## src/rtl/mbist_resp_analyzer.sv

```systemverilog
// MBIST read-side response analyzer: regenerates expected data from the background
// selector, compares strobed reads and accumulates pass/fail and first-fail results.
module mbist_resp_analyzer #(
    parameter int ADDR_W = 10,
    parameter int CNT_W  = 8
) (
    input  logic              clk,
    input  logic              rst_n,
    input  logic              start,
    input  logic              end_test,
    input  logic              cmp_en,
    input  logic [2:0]        q,
    input  logic [ADDR_W-1:0] addr,
    input  logic [7:0]        rdata,
    output logic              busy,
    output logic              done,
    output logic              fail,
    output logic              pat_err,
    output logic [CNT_W-1:0]  fail_cnt,
    output logic [7:0]        fail_bits,
    output logic [ADDR_W-1:0] ff_addr,
    output logic [2:0]        ff_q,
    output logic [7:0]        ff_syn
);

    typedef enum logic [1:0] {
        IDLE = 2'd0,
        RUN  = 2'd1,
        DONE = 2'd2
    } state_t;

    state_t     state, state_nxt;
    logic [7:0] exp_data;
    logic       q_bad;
    logic [7:0] syn;
    logic       accept;
    logic       strobe_fail;

    // NOTE: every always_comb output gets a default first so no path leaves it unassigned (no latch).
    always_comb begin
        exp_data = 8'h00;
        q_bad    = 1'b0;
        case (q)
            3'b000:  exp_data = 8'hAA;
            3'b001:  exp_data = 8'h55;
            3'b010:  exp_data = 8'hF0;
            3'b011:  exp_data = 8'h0F;
            3'b100:  exp_data = 8'h00;
            3'b101:  exp_data = 8'hFF;
            default: q_bad    = 1'b1;
        endcase
    end

    // An invalid selector is reported as an all-bits failure.
    assign syn         = q_bad ? 8'hFF : (rdata ^ exp_data);
    assign accept      = cmp_en && (state == RUN) && !start;
    assign strobe_fail = accept && (syn != 8'h00);

    always_comb begin
        state_nxt = state;
        case (state)
            IDLE:    if (start) state_nxt = RUN;
            RUN: begin
                if (start)         state_nxt = RUN;
                else if (end_test) state_nxt = DONE;
            end
            DONE:    if (start) state_nxt = RUN;
            default: state_nxt = IDLE;
        endcase
    end

    // NOTE: sequential state uses non-blocking assignments so every register samples pre-edge values.
    always_ff @(posedge clk or negedge rst_n) begin
        if (!rst_n) state <= IDLE;
        else        state <= state_nxt;
    end

    assign busy = (state == RUN);
    assign done = (state == DONE);

    always_ff @(posedge clk or negedge rst_n) begin
        if (!rst_n) begin
            fail      <= 1'b0;
            pat_err   <= 1'b0;
            fail_cnt  <= '0;
            fail_bits <= 8'h00;
            ff_addr   <= '0;
            ff_q      <= 3'b000;
            ff_syn    <= 8'h00;
        end else if (start) begin
            fail      <= 1'b0;
            pat_err   <= 1'b0;
            fail_cnt  <= '0;
            fail_bits <= 8'h00;
            ff_addr   <= '0;
            ff_q      <= 3'b000;
            ff_syn    <= 8'h00;
        end else begin
            if (accept && q_bad) pat_err <= 1'b1;
            if (strobe_fail) begin
                fail      <= 1'b1;
                fail_bits <= fail_bits | syn;
                if (fail_cnt != {CNT_W{1'b1}}) fail_cnt <= fail_cnt + 1'b1;
                // Old value of fail: only the very first failing strobe is recorded.
                if (!fail) begin
                    ff_addr <= addr;
                    ff_q    <= q;
                    ff_syn  <= syn;
                end
            end
        end
    end

endmodule

```

## config.mk

```make
export PLATFORM = sky130hd
export DESIGN_NAME = mbist_resp_analyzer
export DESIGN_NICKNAME = d
export VERILOG_FILES = /design/src/rtl/mbist_resp_analyzer.sv
export SDC_FILE = /design/constraint.sdc
export NUM_CORES = 1
export LEC_CHECK = 0
export ABC_CLOCK_PERIOD_IN_PS = 2500
export CORE_ASPECT_RATIO = 1.1
export CORE_MARGIN = 1
export CORE_UTILIZATION = 52
export DETAILED_ROUTE_END_ITERATION = 10
export DONT_BUFFER_PORTS = 1
export HOLD_SLACK_MARGIN = 0.05
export PLACE_DENSITY = 0.64
export SLEW_MARGIN = 15
export SYNTH_ARGS = -nofsm -noshare
export SYNTH_HDL_FRONTEND = slang
export SYNTH_SLANG_ARGS = --single-unit
```

## constraint.sdc

```tcl
create_clock -name clk -period 2.5 [get_ports clk]
set_input_delay 0.375 -clock clk [delete_from_list [all_inputs] [get_ports clk]]
set_output_delay 0.375 -clock clk [all_outputs]
set_load 0.01 [all_outputs]
```

# After elaboration in Yosys (flattened, before gate mapping)
# Cells that the tools add are included.
[word_totals] reg_bits=41 elab_cells=63 input_bits=26
[op_classes] n_bitwise=2 reduce_logical=16 eq_ne=11 n_mux=25 addsub=1
[op_table] operator="2-to-1 mux 8 bit" count=9
[op_table] operator="case mux 8 bit (5 select lines)" count=1
[op_table] operator="2-to-1 mux 10 bit" count=3
[op_table] operator="2-to-1 mux 3 bit" count=3
[op_table] operator="adder 8 x 1 -> 8 bit (second input constant)" count=1
[op_table] operator="!= test 8 bit (second input constant)" count=1
[op_table] operator="bitwise OR 8 bit" count=1
[op_table] operator="nonzero test 8 bit" count=1
[op_table] operator="XOR 8 bit" count=1
[op_table] operator="== test 3 x 2 -> 1 bit (second input constant)" count=2
[op_table] operator="== test 3 bit (second input constant)" count=2
[op_table] operator="2-to-1 mux 2 bit" count=3
[op_table] operator="AND reduction 2 bit" count=3
[op_table] operator="nonzero test 2 bit" count=3
[op_table] operator="OR reduction 6 bit" count=1
[op_table] operator="2-to-1 mux 1 bit" count=5
[op_table] operator="logical AND 1 bit" count=4
[op_table] operator="case mux 2 bit (2 select lines)" count=1
[op_table] operator="== test 3 x 1 -> 1 bit (second input constant)" count=1
[op_table] operator="logical NOT 3 bit" count=1
[op_table] operator="!= test 3 bit (second input constant)" count=1
[op_table] operator="== test 2 x 1 -> 1 bit (second input constant)" count=1
[op_table] operator="== test 2 bit (second input constant)" count=1
[op_table] operator="logical NOT 2 bit" count=1
[op_table] operator="other kinds (4)" count=4

# Depth between registers and ports, before layout
# Gate-level depths: netlist of run 1.
[depth] depth_word=8 depth_mapped=9 mapped_depth_nobuf=6

# Worst setup path after synthesis of run 1
# No wires, ideal clock.
[synth_path] path_kind="input to register" start="input port q[2]" end="register fail_cnt[5]" n_path_buf=1 stages=7 setup_time_ps=125 required_ps=2375 setup_slack_ps=479 t_arrival_ps=1896 path_cell_list="clkbuf_1 > nor2_1 > a21boi_1 > a211oi_4 > nor2_2 > nor4_1 > mux2_2"
[synth_via] elab_chain_cells=8 word_cells_on_any_way=14
[synth_lines] element="from (decl)" line="12" source="input logic [2:0] q,"
[synth_lines] element="== test 3 bit, or another cell as far along" line="43" source="case (q)"
[synth_lines] element="case mux 8 bit (5 select lines)" line="43"
[synth_lines] element="XOR 8 bit" line="55" source="assign syn = q_bad ? 8'hFF : (rdata ^ exp_data);"
[synth_lines] element="2-to-1 mux 8 bit *" line="55"
[synth_lines] element="nonzero test 8 bit *" line="57" source="assign strobe_fail = accept && (syn != 8'h00);"
[synth_lines] element="logical AND 1 bit *" line="57"
[synth_lines] element="nonzero test 2 bit (no source line) *"
[synth_lines] element="AND reduction 2 bit (no source line) *"
[synth_lines] element="to (signal assigned)" line="103" source="if (fail_cnt != {CNT_W{1'b1}}) fail_cnt <= fail_cnt + 1'b1;"
[synth_lines] element="to (decl)" line="19" source="output logic [CNT_W-1:0] fail_cnt,"
# Every way passes the cells marked *; elsewhere a longest branch is shown, timed or not.
# A chain may end at the register's enable or synchronous reset.

# Final worst setup path of run 1
[layout_path] start="register state[0]" end="register fail_cnt[5]"
[layout_via] elab_chain_cells=6
[layout_lines] element="from (decl)" line="32" source="state_t state, state_nxt;"
[layout_lines] element="from (signal assigned)" line="75" source="else state <= state_nxt;"
[layout_lines] element="== test 2 x 1 -> 1 bit" line="56" source="assign accept = cmp_en && (state == RUN) && !start;"
[layout_lines] element="logical AND 1 bit (2 in a row)" line="56"
[layout_lines] element="logical AND 1 bit" line="57"
[layout_lines] element="nonzero test 2 bit (no source line)"
[layout_lines] element="AND reduction 2 bit (no source line)"
# No other way between the ends.

==> reports/qor.txt, run 1 <==
Share of flip-flops with an asynchronous set or reset - 100%
Final Hold Fails - 0
Mapped Area - 2180 um2
Hold path start - start
Hold Path Class - input pin to flop
Worst slew pin tran - 0.664 ns
Final setup skew - 0.00315 ns
Register area share after synthesis - 47.0%
Max Cap Viol - 0
Grt total ovfl - 0
Antenna-violating nets left - 0
Total I/O pin count - 67
Synth top cells by count - dfrtp_1 (41), nor2_1 (28), mux2i_1 (17)
Critical-path cell list - nor2b_1 -> and2_1 -> nand4_1 -> nor4_1 -> mux2_2
Synth area leader - dfrtp_1
FMAX - 0.514 GHz
Slew Viols, Final - 0
Final nets - 240
DRT Pass-1 Iters - 4
Area Overhead vs Synth - 6.31%
Rows - 24
Gate Count Post-Synth - 213
Worst Hold End - ff_syn[0]$_DFFE_PN0P_
CTS buffer count - 5
Critical path class - flop to flop
Die height - 69.9 um
Ant. Diodes - 0
Clock sinks - 41
Status - complete, no violations
P_leak - 1.06 nW
Vias - 1655
Combinational Power Share - 14.0%
Vias per cell - 6.22
Final setup TNS - 0 ns
Post-synthesis register bit count - 41
Global-route track usage on met1 - 26.8%
Yosys top cell area share - 47.0%
WHS Path Cells - 1
Net Count, Synth - 240
Register clock-pin slew on the reported worst setup and hold paths - 0.08 ns
Core ar. - 3990 um2
CP endpoint kind - flop
Max-slew headroom - 55.5%
Routed WL - 4920 um
VDD IR max - 0.000372 V
Crit path largest cell delay - 0.38 ns
Worst flop-to-flop path startpoint - state[0]$_DFFE_PN0P_
Gpl congestion - 0.826
Final setup vio count - 0
NetSw - 0.000396 W
Reg-to-reg endpoint - fail_cnt[5]$_DFFE_PN0P_
Number of global-route vias before repair - 1660
Hpwl dp - 3500 um
Int Pwr - 0.00102 W
M2 GR Usage - 40.1%
Most common cell in the netlist - dfrtp_1
Area contributors post-synth - dfrtp_1 (47%), mux2i_1 (7.8%), nor2_1 (4.8%)
Placed Cells - 256
Min cycle time layout - 1.95 ns
Initial core utilization - 54.6%
Total power - 0.00142 W
Critical Path RT - 2.68 ns
Final Util - 58.1%
GR Util met3 - 8.17%
Initial antenna violation count - 0
CTS tree - yes
Layout cells sized above 1 - 10.7%
RSZ-0062 raised after global routing - no
Non-filler cells, final - 266
GR peak layer - met2
Routed WL per cell - 18.5 um
DRC - 0
Iter 0 DRT Violations - 83
Reg2Reg Depth - 5
Post-synth EDFFs - 0
Netlist cell types - 53
Global-route wire length before repair - 8050 um
Main flop type after synthesis - dfrtp_1
Post-synthesis average cell area - 10.2 um2
CTS Root Cell - clkbuf_8
Die footprint - 4460 um2
Maximum fanout along the worst path - 7
# resized after CTS - 0
Crit start category - flop
Clock Latency Late Sink - 0.29 ns
Sequential share of power - 54.0%
Die X - 63.7 um
Register-to-register setup slack - 0.55 ns
Tot GR Track Use - 23.5%
Clock Tree Buf Depth - 2
Count of yosys warnings during synthesis - 0
Worst Path Arrival - 2.13 ns
Largest net degree at the start of global routing - 42
CP max-delay cell - dfrtp_1
# port buffers - 0
CTS H-tree depth - 2
Clock Power Share - 32.0%
Net Sw Frac - 27.9%
Final period utilization - 77.9%
Power Density - 612 nW/um2
==> sequential cells by signal (all words and copies together) (netlist names) <==
register,count
fail_cnt,8
fail_bits,8
ff_addr,10
fail,1
ff_q,3
pat_err,1
state,2
ff_syn,8
==> worst max path at each step <==
stage / to / slack [ns] / start / cells past startpoint
6_report: fail_cnt[5]$_DFFE_PN0P_ / 0.55 / state[0]$_DFFE_PN0P_ / 5
5_1_grt: fail_cnt[5]$_DFFE_PN0P_ / 0.40 / state[0]$_DFFE_PN0P_ / 5
4_1_cts: fail_cnt[5]$_DFFE_PN0P_ / 0.55 / state[0]$_DFFE_PN0P_ / 5
3_5_place_dp: ff_q[2]$_DFFE_PN0P_ / 0.33 / q[0] / 7
3_3_place_gp: ff_addr[3]$_DFFE_PN0P_ / 0.42 / q[0] / 7
2_1_floorplan: fail_cnt[5]$_DFFE_PN0P_ / 0.48 / q[2] / 7
==> worst max-delay path: cells and delay by family, from the launching register on <==
kind	cells	cell delay (ns)
flops	1	0.38
simple gates	4	1.09
mux	1	0.37
==> cells by family after synthesis <==
kind of cell	synth area share (%)
xor gates and xnor gates	3.61
DFF	47.0
and+or+nand+nor	19.2
buffers and inverters	4.02
muxes	9.35
adders and majority gates	0.574
AOI/OAI and AO/OA	16.2
==> placed cells by master, fill, tap and decap left out, drive strengths merged, types with 4 or more instances in the layout <==
cell type / Yosys / routed
a211oi: 5 / 5
a21oi: 10 / 10
a22o: 6 / 6
a31oi: 4 / 4
and3: 4 / 4
buf: 6 / 4
clkbuf: 6 / 6
dfrtp: 41 / 41
mux2i: 17 / 17
nand2: 10 / 10
nand3: 5 / 5
nor2: 29 / 29
nor2b: 8 / 8
nor3: 5 / 5
xnor2: 6 / 6
==> through the flow <==
stage,area [um2],setup slack [ns],hold slack [ns]
floorplan,2180,0.479,0.0794
global placement,2190,0.416,0.0801
detailed placement,2190,0.330,0.0803
CTS,2320,0.550,0.130
global route,2320,0.395,0.117
finish,2320,0.553,0.139
==> power groups by stage <==
| stage | logic, W | clock network, W | registers, W |
|---|---|---|---|
| 2_1_floorplan | 0.000171 | 0 | 0.000767 |
| 3_5_place_dp | 0.000181 | 0 | 0.000780 |
| 6_report | 0.000198 | 0.000455 | 0.000766 |
| 3_3_place_gp | 0.000176 | 0 | 0.000779 |
| 4_1_cts | 0.000201 | 0.000465 | 0.000767 |
| 5_1_grt | 0.000221 | 0.000491 | 0.000772 |
==> area by class of cell <==
type                            count  area (um2)
Multi-Input combinational cell    157        1070
Timing Repair Buffer                5        52.6
Sequential cell                    41        1030
Fill cell                         336        1680
Clock buffer                        6        82.6
Inverter                            3        11.3
Clock inverter                      2        13.8
Tap cell                           52        65.1
==> metal layers <==
metal,up-vias,wire (um)
li1,770,-
met1,811,1870
met2,63,2620
met3,11,330
met4,0,102
met5,-,0
==> timing repair <==
item / CTS / global route
hold buffers: 2 / 0
setup buffers: 0 / 0
endpoints found under the hold margin: 41 / 0
No activity file was read; power rests on OpenSTA's default activity.
==> inputs of run 2 (changes only) <==
--- a/config.mk
+++ b/config.mk
@@ -5,7 +5,7 @@
 export SDC_FILE = /design/constraint.sdc
 export NUM_CORES = 1
 export LEC_CHECK = 0
-export ABC_CLOCK_PERIOD_IN_PS = 2500
+export ABC_CLOCK_PERIOD_IN_PS = 1900
 export CORE_ASPECT_RATIO = 1.1
 export CORE_MARGIN = 1
 export CORE_UTILIZATION = 52
==> constraint.sdc (replaced) <==
create_clock -name clk -period 1.9 [get_ports clk]
set_input_delay 0.285 -clock clk [delete_from_list [all_inputs] [get_ports clk]]
set_output_delay 0.285 -clock clk [all_outputs]
set_load 0.01 [all_outputs]
==> run 2 against run 1 <==
  * Flip-flop and latch count unchanged
  * Combinational power is 49% higher
  * Critical endpoint is now ff_syn[3]$_DFFE_PN0P_
  * Final area up 4.8%
  * Critical path depth grew 3
  * Fmax grew 10%
  * Worst setup slack worse by 0.42 ns
  * Non-clock buffer count grew 8
  * Core utilization up 2.8 points
  * Critical path type unchanged
  * Routed wire length up 4.0%
  * Register-to-register slack lost 0.42 ns
  * Sequential power grew 32%
  * Clock power rose by 27%
==> reports/qor.txt, run 2 (synthesis gave the netlist of run 1 again) <==
Most flops, register - ff_addr
DRT Pass-1 Iters - 4
Final setup vio count - 0
Initial antenna violation count - 0
Die footprint - 4460 um2
# port buffers - 0
Placed inst area - 2270 um2
Hpwl dp - 3550 um
Final nets - 248
Non-filler cells, final - 273
Critical path class - flop to flop
CTS tree - yes
Worst slew pin tran - 0.701 ns
CTS Root Cell - clkbuf_8
Slew Viols, Final - 0
Die height - 69.9 um
Tot GR Track Use - 24.5%
Core ar. - 3990 um2
Initial core utilization - 54.6%
Post-route design area - 2430 um2
VDD IR max - 0.000441 V
Clock sinks - 41
Area Overhead vs Synth - 11.4%
Gpl congestion - 0.874
Ant. Diodes - 0
Total I/O pin count - 67
Number of global-route vias before repair - 1764
Iter 0 DRT Violations - 84
Crit start category - flop
Final setup skew - 0.00428 ns
CTS H-tree depth - 2
Clock Tree Buf Depth - 2
Min cycle time layout - 1.77 ns
P_leak - 1.12 nW
Vias - 1687
Max-slew headroom - 53.1%
Placed Cells - 261
Most frequent cells in the layout - dfrtp_1 (41), nor2_1 (28), mux2i_1 (17), nand2_1 (10), a21oi_1 (9)
Clock Latency Late Sink - 0.29 ns
DRC - 0
Largest net degree at the start of global routing - 42
Final Hold Fails - 0
Most common cell after layout, fill and taps aside - dfrtp_1
Routed WL per cell - 18.7 um
Max Cap Viol - 0
Worst Path Arrival - 1.95 ns
Die X - 63.7 um
Critical Path RT - 2.08 ns
Status - complete, no violations
Rows - 24
RSZ-0062 raised after global routing - no
FMAX - 0.565 GHz
CTS buffer count - 5
Hold Path Class - input pin to flop
Global-route wire length before repair - 8230 um
Final period utilization - 93.2%
Number of flip-flops in the largest register - 10
Grt total ovfl - 0
CP endpoint kind - flop
Vias per cell - 6.18
Total power - 0.00188 W
Layout cells sized above 1 - 14.5%
Routed WL - 5120 um
Register clock-pin slew on the reported worst setup and hold paths - 0.08 ns
Maximum fanout along the worst path - 5
Power Density - 774 nW/um2
Antenna-violating nets left - 0
-- run 2: metrics by stage --
step	setup TNS [ns]	util (%)	hold slack, ns	worst slack [ns]
after floorplan	0	-	-0.0106	0.000216
after global placement	-0.123	56.9	-0.00957	-0.0210
after detailed placement	-1.45	56.9	-0.00954	-0.106
after CTS	0	60.4	0.0503	0.0253
after global routing	0	60.8	0.0717	0.00621
final	0	60.8	0.0949	0.130
-- run 2: critical path, stage by stage (launching register included) --
cell     delay [ns]
dfrtp_1        0.38
nor2b_2        0.16
buf_4          0.14
nand2_1        0.10
nor2_1         0.23
o21ai_4        0.13
buf_12         0.15
buf_4          0.14
a31o_2         0.24
-- run 2: power by group --
part	internal (W)	leakage, nW	switching [W]	total (W)
clock network	0.000287	0.0433	0.000292	0.000579
logic	0.000143	0.520	0.000152	0.000295
registers	0.000932	0.555	0.0000753	0.00101
total	0.00136	1.12	0.000519	0.00188
-- run 2: path summary, 6_finish.rpt --
check                                startpoint                        to  slack (ns)  cells past startpoint
max in group asynchronous                 rst_n  fail_bits[6]$_DFFE_PN0P_        1.25                      2
hold reg to reg            state[1]$_DFFE_PN0P_      state[0]$_DFFE_PN0P_        0.48                      1
min in group asynchronous                 rst_n   fail_cnt[3]$_DFFE_PN0P_        0.44                      2
setup / recovery           state[0]$_DFFE_PN0P_     ff_syn[3]$_DFFE_PN0P_        0.13                      8
hold / removal                            start     ff_syn[7]$_DFFE_PN0P_        0.09                      1
setup reg to reg           state[0]$_DFFE_PN0P_     ff_syn[3]$_DFFE_PN0P_        0.13                      8
-- run 2: final cells by class --
cell class / instances / area [um2]
timing repair buffer: 13 / 145
clock buffer: 6 / 82.6
tap: 52 / 65.1
clock inverter: 1 / 7.51
multi-input combinational: 157 / 1090
fill: 335 / 1560
sequential: 41 / 1030
inverter: 3 / 11.3
-- run 2: what timing repair did --
| item | 4_1_cts | 5_1_grt |
|---|---|---|
| hold buffers | 4 | 1 |
| buffers inserted | 0 | 0 |
| setup endpoints to repair | 0 | 2 |
| hold endpoints to repair | 56 | 3 |
| gates resized for setup | 0 | 2 |
-- run 2: metal layers --
| metal | routed length (um) | vias to the layer above | global-route usage [%] |
|---|---|---|---|
| li1 | - | 791 | - |
| met1 | 1980 | 832 | 27.6 |
| met2 | 2610 | 56 | 40.8 |
| met3 | 401 | 8 | 9.97 |
| met4 | 122 | 0 | 9.85 |
| met5 | 0 | - | 0 |
==> inputs of run 3 (changes only) <==
--- a/config.mk
+++ b/config.mk
@@ -5,7 +5,6 @@
 export SDC_FILE = /design/constraint.sdc
 export NUM_CORES = 1
 export LEC_CHECK = 0
-export ABC_CLOCK_PERIOD_IN_PS = 1900
 export CORE_ASPECT_RATIO = 1.1
 export CORE_MARGIN = 1
 export CORE_UTILIZATION = 52
==> results of run 3 <==
The final DEF is identical to that of run 2; final timing and power are the same.
